`src/rtl/width_up_fifo_if.sv`:
```
// -----------------------------------------------------------------------------
// width_up_fifo_if
//
// Bundles the write side, read side, flush and occupancy of width_up_fifo.
//
// Handshake rule (both sides): a transfer happens on a rising clk edge exactly
// when valid=1 and ready=1 in that cycle. The producer holds data stable while
// valid=1 and ready=0. in_ready never depends on out_ready in the same cycle,
// and out_valid depends only on registered occupancy, so no combinational path
// runs from one side's ready to the other side's valid/ready.
//
// Signals
//   flush     : synchronous clear of stored data (driven by the master)
//   in_valid  : in_data holds a word to write
//   in_ready  : fifo can accept a word this cycle
//   in_data   : IN_W-bit input word
//   out_valid : out_data holds a complete packed word
//   out_ready : consumer takes out_data this cycle
//   out_data  : IN_W*RATIO-bit packed word, oldest word in the top field
//   count     : stored input words, registered
//
// Modports
//   slave  : the fifo itself
//   master : the environment that writes and reads the fifo
// -----------------------------------------------------------------------------
interface width_up_fifo_if #(
  parameter int IN_W  = 4,
  parameter int RATIO = 2,
  parameter int DEPTH = 16
);
  localparam int OUT_W = IN_W * RATIO;
  localparam int CNT_W = $clog2(DEPTH) + 1;

  logic             flush;
  logic             in_valid;
  logic             in_ready;
  logic [IN_W-1:0]  in_data;
  logic             out_valid;
  logic             out_ready;
  logic [OUT_W-1:0] out_data;
  logic [CNT_W-1:0] count;

  modport slave (
    input  flush,
    input  in_valid,
    output in_ready,
    input  in_data,
    output out_valid,
    input  out_ready,
    output out_data,
    output count
  );

  modport master (
    output flush,
    output in_valid,
    input  in_ready,
    output in_data,
    input  out_valid,
    output out_ready,
    input  out_data,
    input  count
  );
endinterface

```
`src/rtl/width_up_fifo.sv`:
```
// -----------------------------------------------------------------------------
// width_up_fifo
//
// Width-up FIFO: accepts IN_W-bit words one at a time and presents them
// RATIO at a time as one packed IN_W*RATIO-bit word, first-word-fall-through.
// The oldest word of a group sits in the most significant field, the newest
// in bits [IN_W-1:0].
//
// Parameters
//   IN_W  : input word width in bits
//   RATIO : input words per output word (2, 4 or 8)
//   DEPTH : capacity in input words (power of 2, multiple of RATIO,
//           at least 2*RATIO)
//
// Ports
//   clk  : clock, all state updates on the rising edge
//   rst  : synchronous, active-low reset; clears pointers and count
//   bus  : width_up_fifo_if.slave (flush, in_*, out_*, count)
//
// Storage is a circular buffer of DEPTH input words addressed by wr_ptr and
// rd_ptr. Because DEPTH is a power of two and a multiple of RATIO, natural
// pointer overflow gives the modulo-DEPTH wrap for free, and a read group
// whose words straddle the DEPTH-1 / 0 boundary is assembled in arrival order
// simply by adding the field offset to rd_ptr.
// -----------------------------------------------------------------------------
module width_up_fifo #(
  parameter int IN_W  = 4,
  parameter int RATIO = 2,
  parameter int DEPTH = 16
) (
  input  logic            clk,
  input  logic            rst,
  width_up_fifo_if.slave  bus
);

  localparam int OUT_W = IN_W * RATIO;
  localparam int PTR_W = $clog2(DEPTH);
  localparam int CNT_W = PTR_W + 1;

  // Sized copies of the parameters so comparisons and arithmetic on count
  // stay at one width.
  localparam logic [CNT_W-1:0] DEPTH_C = CNT_W'(DEPTH);
  localparam logic [CNT_W-1:0] RATIO_C = CNT_W'(RATIO);
  localparam logic [PTR_W-1:0] STEP_C  = PTR_W'(RATIO);

  // ---------------------------------------------------------------------------
  // State
  // ---------------------------------------------------------------------------
  logic [IN_W-1:0]  mem [DEPTH];
  logic [PTR_W-1:0] wr_ptr;
  logic [PTR_W-1:0] rd_ptr;
  logic [CNT_W-1:0] count_q;

  // ---------------------------------------------------------------------------
  // Handshake decode
  // ---------------------------------------------------------------------------
  logic             in_ready_c;
  logic             out_valid_c;
  logic             wr_en;
  logic             rd_en;
  logic [OUT_W-1:0] packed_word;
  logic [CNT_W-1:0] count_next;

  // in_ready is low while reset is held so nothing is accepted during the
  // reset cycle; it never looks at out_ready, so a full fifo refuses a word
  // even if a read frees space on the same edge.
  assign in_ready_c  = rst && !bus.flush && (count_q < DEPTH_C);

  // out_valid comes from registered count only. It is masked while rst is
  // low so a held reset never shows the stale group about to be dropped.
  assign out_valid_c = rst && (count_q >= RATIO_C);

  assign wr_en = bus.in_valid && in_ready_c;
  assign rd_en = out_valid_c && bus.out_ready;

  // Write and read may both happen on one edge; both adjust count.
  // A read removes RATIO words, which is safe because rd_en implies
  // count >= RATIO, and a write only happens below DEPTH, so the result
  // stays within 0..DEPTH.
  always_comb begin
    count_next = count_q;
    if (wr_en) begin
      count_next = count_next + CNT_W'(1);
    end
    if (rd_en) begin
      count_next = count_next - RATIO_C;
    end
  end

  // ---------------------------------------------------------------------------
  // Pointers and occupancy
  // ---------------------------------------------------------------------------
  // Reset outranks flush, and flush outranks any write or read presented in
  // the same cycle (those transfers are simply discarded).
  always_ff @(posedge clk) begin
    if (!rst) begin
      wr_ptr  <= '0;
      rd_ptr  <= '0;
      count_q <= '0;
    end else if (bus.flush) begin
      wr_ptr  <= '0;
      rd_ptr  <= '0;
      count_q <= '0;
    end else begin
      if (wr_en) begin
        wr_ptr <= wr_ptr + PTR_W'(1);
      end
      if (rd_en) begin
        rd_ptr <= rd_ptr + STEP_C;
      end
      count_q <= count_next;
    end
  end

  // ---------------------------------------------------------------------------
  // Storage array
  // ---------------------------------------------------------------------------
  // Contents are never cleared; pointers and count alone define what is
  // valid. wr_en already excludes reset and flush cycles.
  always_ff @(posedge clk) begin
    if (wr_en) begin
      mem[wr_ptr] <= bus.in_data;
    end
  end

  // ---------------------------------------------------------------------------
  // Output packing
  // ---------------------------------------------------------------------------
  // Field k (k=0 is the oldest word) is read from rd_ptr+k and placed k fields
  // below the top. The PTR_W-bit add wraps, which handles groups that straddle
  // the end of the buffer.
  always_comb begin
    packed_word = '0;
    for (int k = 0; k < RATIO; k++) begin
      packed_word[IN_W*(RATIO-k)-1 -: IN_W] = mem[rd_ptr + PTR_W'(k)];
    end
  end

  // ---------------------------------------------------------------------------
  // Outputs
  // ---------------------------------------------------------------------------
  assign bus.in_ready  = in_ready_c;
  assign bus.out_valid = out_valid_c;
  assign bus.out_data  = out_valid_c ? packed_word : '0;
  assign bus.count     = count_q;

endmodule
```
`src/flat_wrapper.sv`:
```
// flat-port wrapper written by rule: the top's interface ports become plain ports
module width_up_fifo_flat 
#(
  parameter int IN_W  = 4,
  parameter int RATIO = 2,
  parameter int DEPTH = 16
)
  (clk, rst, bus_flush, bus_in_valid, bus_in_ready, bus_in_data, bus_out_valid, bus_out_ready, bus_out_data, bus_count);
  width_up_fifo_if #(.IN_W(IN_W), .RATIO(RATIO), .DEPTH(DEPTH)) bus_i ();
  input  logic clk;
  input  logic rst;
  input wire logic [$bits(bus_i.flush)-1:0] bus_flush;
  input wire logic [$bits(bus_i.in_valid)-1:0] bus_in_valid;
  output wire logic [$bits(bus_i.in_ready)-1:0] bus_in_ready;
  input wire logic [$bits(bus_i.in_data)-1:0] bus_in_data;
  output wire logic [$bits(bus_i.out_valid)-1:0] bus_out_valid;
  input wire logic [$bits(bus_i.out_ready)-1:0] bus_out_ready;
  output wire logic [$bits(bus_i.out_data)-1:0] bus_out_data;
  output wire logic [$bits(bus_i.count)-1:0] bus_count;
  assign bus_i.flush = bus_flush;
  assign bus_i.in_valid = bus_in_valid;
  assign bus_in_ready = bus_i.in_ready;
  assign bus_i.in_data = bus_in_data;
  assign bus_out_valid = bus_i.out_valid;
  assign bus_i.out_ready = bus_out_ready;
  assign bus_out_data = bus_i.out_data;
  assign bus_count = bus_i.count;
  width_up_fifo #(.IN_W(IN_W), .RATIO(RATIO), .DEPTH(DEPTH)) u_core (.clk(clk), .rst(rst), .bus(bus_i));
endmodule
```
`config.mk`:
```
export PLATFORM = sky130hd
export DESIGN_NAME = width_up_fifo_flat
export DESIGN_NICKNAME = d
export VERILOG_FILES = /design/src/rtl/width_up_fifo_if.sv /design/src/rtl/width_up_fifo.sv /design/src/flat_wrapper.sv
export SDC_FILE = /design/constraint.sdc
export NUM_CORES = 1
export LEC_CHECK = 0
export ABC_CLOCK_PERIOD_IN_PS = 1980
export CORE_MARGIN = 5
export CORE_UTILIZATION = 30
export CTS_BUF_LIST = sky130_fd_sc_hd__clkbuf_8
export DETAILED_ROUTE_END_ITERATION = 12
export PLACE_DENSITY_LB_ADDON = 0.05
export REMOVE_ABC_BUFFERS = 1
export SLEW_MARGIN = 20
export SYNTH_ARGS = -nofsm -noshare
export SYNTH_HDL_FRONTEND = slang
export SYNTH_SLANG_ARGS = --single-unit
```
`constraint.sdc`:
```
create_clock -name clk -period 1.98 [get_ports clk]
set_input_delay 0.594 -clock clk [delete_from_list [all_inputs] [get_ports clk]]
set_output_delay 0.594 -clock clk [all_outputs]
set_load 0.01 [all_outputs]
```
==> flow_metrics.py <==
metrics = {
    "cells_and_area": {
        "seq_area_mm2": 0.00223,
        "multi_input_area_mm2": 0.00112,
        "nets": 282,
        "instances_no_fill": 409,
        "area_growth_pct": 34.2,
        "diodes": 0,
        "drive_gt1_frac": 0.424,
        "utilization": 0.409,
        "fillers": 1013,
    },
    "sta": {
        "slew_viol_final": 0,
        "finalClockSkew_ns": 0.00757,
        "fmax_mhz": 413,
        "finalHoldViolations": 0,
        "worst_pin_slew_ns": 0.423,
        "rsz0062_at_grt": "yes",
        "max-slew-margin-rel": 0.718,
        "finalCritPeriodShare": 1.22,
        "hold_slack_ns": 0.589,
        "setup_viol": 19,
        "fin_ws_ns": -0.440,
        "fin_crit_ns": 2.42,
    },
    "routing": {
        "drtIter0Drc": 69,
        "viasPerCell": 4.51,
        "drt-total-wl_um": 7220,
        "final_antenna_net_count": 0,
        "remaining_drc_errors": 0,
        "via_count": 1845,
        "wl_per_cell_um": 17.6,
        "drtPass1Iterations": 4,
    },
    "yosys": {
        "synth_flop_cell": "edfxtp_1",
        "syn_area_mm2": 0.00327,
        "synth_edf_count": 64,
        "async_reset_ff_frac": 0,
        "synth_most_common_cell": "edfxtp_1",
        "synth.area.top_cells": "edfxtp_1, mux4_2, dfxtp_1",
        "yosysSeqAreaShare": 0.679,
        "yosysWarnings": 0,
        "synth.avg_cell_area_um2": 16.2,
        "ys_types": 31,
        "synth_top_area_cell": "edfxtp_1",
        "synth_cells": 202,
        "synth-seq-cells": 79,
        "synth_common_cells": "edfxtp_1, nor2_1, mux4_2",
        "synth_top_area_share": 0.587,
    },
    "floorplanning": {
        "initial_core_util": 0.305,
        "pin_count": 24,
        "die_h_um": 114,
        "dieArea_mm2": 0.0131,
        "die_w_um": 114,
        "core_mm2": 0.0107,
        "num_rows": 38,
    },
    "clock_network": {
        "path_clk_slew_ns": 0.08,
        "root_buffer": "clkbuf_8",
        "cts_buffer_depth": 2,
        "ctsHoldBuffers": 0,
        "cts.sinks": 79,
        "cts_buffers": 9,
        "clock_latency_ns": 0.34,
        "cts_tree": "yes",
        "htree_levels": 3,
    },
    "pwr": {
        "finalPower_uw": 3430,
        "irDropWorstVdd_v": 0.000365,
        "leakagePower_uw": 0.00159,
        "p_per_area_mw_per_mm2": 781,
    },
    "min_path": {
        "hp-class": "reg2reg",
    },
    "placed_design": {
        "hpwl_um": 5070,
        "dp.cells": 389,
        "gp_congestion": 0.753,
        "io_buffers": 23,
    },
    "status": {
        "status": "finished, violations left",
        "violations": "negative setup slack",
    },
    "flow_run": {
        "drv_cap": 0,
    },
    "critical_path": {
        "critPathLaunchType": "flip-flop",
        "path_class": "reg2out",
        "crit_required_ns": 1.39,
        "critPathMaxFanout": 5,
        "cp-end-kind": "primary output",
        "worstPathArrival_ns": 1.83,
    },
    "global_route": {
        "grt_pass1_wl_um": 11400,
        "grt_max_degree": 17,
        "grt_antenna_before_repair": 0,
        "first_global_vias": 2015,
        "grt_usage": 0.120,
        "grt.overflow.total": 0,
    },
}
==> worst paths after layout <==
path                               startpoint                       endpoint  slack [ns]  cells after the start
min reg2reg     u_core.wr_ptr[1]$_SDFFE_PP0P_  u_core.wr_ptr[1]$_SDFFE_PP0P_        0.59                      2
min             u_core.wr_ptr[1]$_SDFFE_PP0P_  u_core.wr_ptr[1]$_SDFFE_PP0P_        0.59                      2
max reg2reg  u_core.bus.count[0]$_SDFFE_PP0P_                      flip-flop       -0.14                     11
max          u_core.bus.count[0]$_SDFFE_PP0P_                bus_out_data[3]       -0.44                      7
==> sequential cells by signal, summed over array words and instances (netlist names), named ones only <==
register          count
u_core.bus.count      5
u_core.mem           64
u_core.rd_ptr         3
u_core.wr_ptr         4
==> report_power, final <==
part           switching, µW  leakage [µW]  internal [µW]
Combinational           50.0      0.000766           43.4
Clock                    583      0.000129            958
Sequential              2.10      0.000699           1790
Total                    636       0.00159           2790
==> critical path, stage by stage, from the launching register on <==
cell and delay [ns]:
dfxtp_2 0.34, inv_2 0.04, ha_4 0.14, or4_4 0.43, o21ai_4 0.18, buf_8 0.18
nor2_4 0.05, buf_6 0.11
==> what timing repair did <==
action | CTS | global route
endpoints found under the setup margin | 61 | 42
resized for setup | 76 | 29
pin swaps | 9 | 10
cloned | 1 | 0
buffers inserted | 3 | 3
==> routing by layer <==
metal,up-vias,GRT usage,routed length [µm]
li1,878,-,-
met1,934,0.157,3300
met2,24,0.195,3630
met3,9,0.0291,176
met4,0,0.0404,109
met5,-,0,0
==> layout by cell type, fill, tap and decap left out, types with 5 or more instances in the layout <==
master,instances
buf_2,5
buf_6,9
clkdlybuf4s50_1,6
nand2_1,5
xor2_1,5
clkbuf_8,9
buf_4,30
ha_1,7
mux4_2,16
mux2i_1,6
inv_1,7
nor2_1,15
edfxtp_1,64
dfxtp_1,11
==> per-stage QoR <==
| stage | worst slack, ns | cell area, µm² | TNS (ns) |
|---|---|---|---|
| 3_3_place_gp | -0.682 | 3940 | -35.23 |
| 2_1_floorplan | -0.216 | 3220 | -3.02 |
| 6_report | -0.440 | 4390 | -4.68 |
| 3_5_place_dp | -0.686 | 3940 | -35.20 |
| 5_1_grt | -0.528 | 4390 | -6.21 |
| 4_1_cts | -0.684 | 4290 | -6.90 |
==> cell families after synthesis <==
kind of cell	count (synthesis)	share of synthesized area
buffers and inverters	19	0.0252
AND/OR/NAND/NOR	53	0.0803
XOR/XNOR	9	0.0241
adder cells (fa/ha/maj)	8	0.0306
flip-flops	79	0.679
multiplexers	27	0.144
AO/OA/AOI/OAI	7	0.0172
==> area by class of cell <==
type,instances,area share
clock buffers,9,0.0282
clock inverters,6,0.0305
inverters,9,0.00826
multi-input cells,104,0.254
flip-flops and latches,79,0.507
well taps,140,0.0399
repair buffers,62,0.132
No activity file was read; power rests on OpenSTA's default activity.
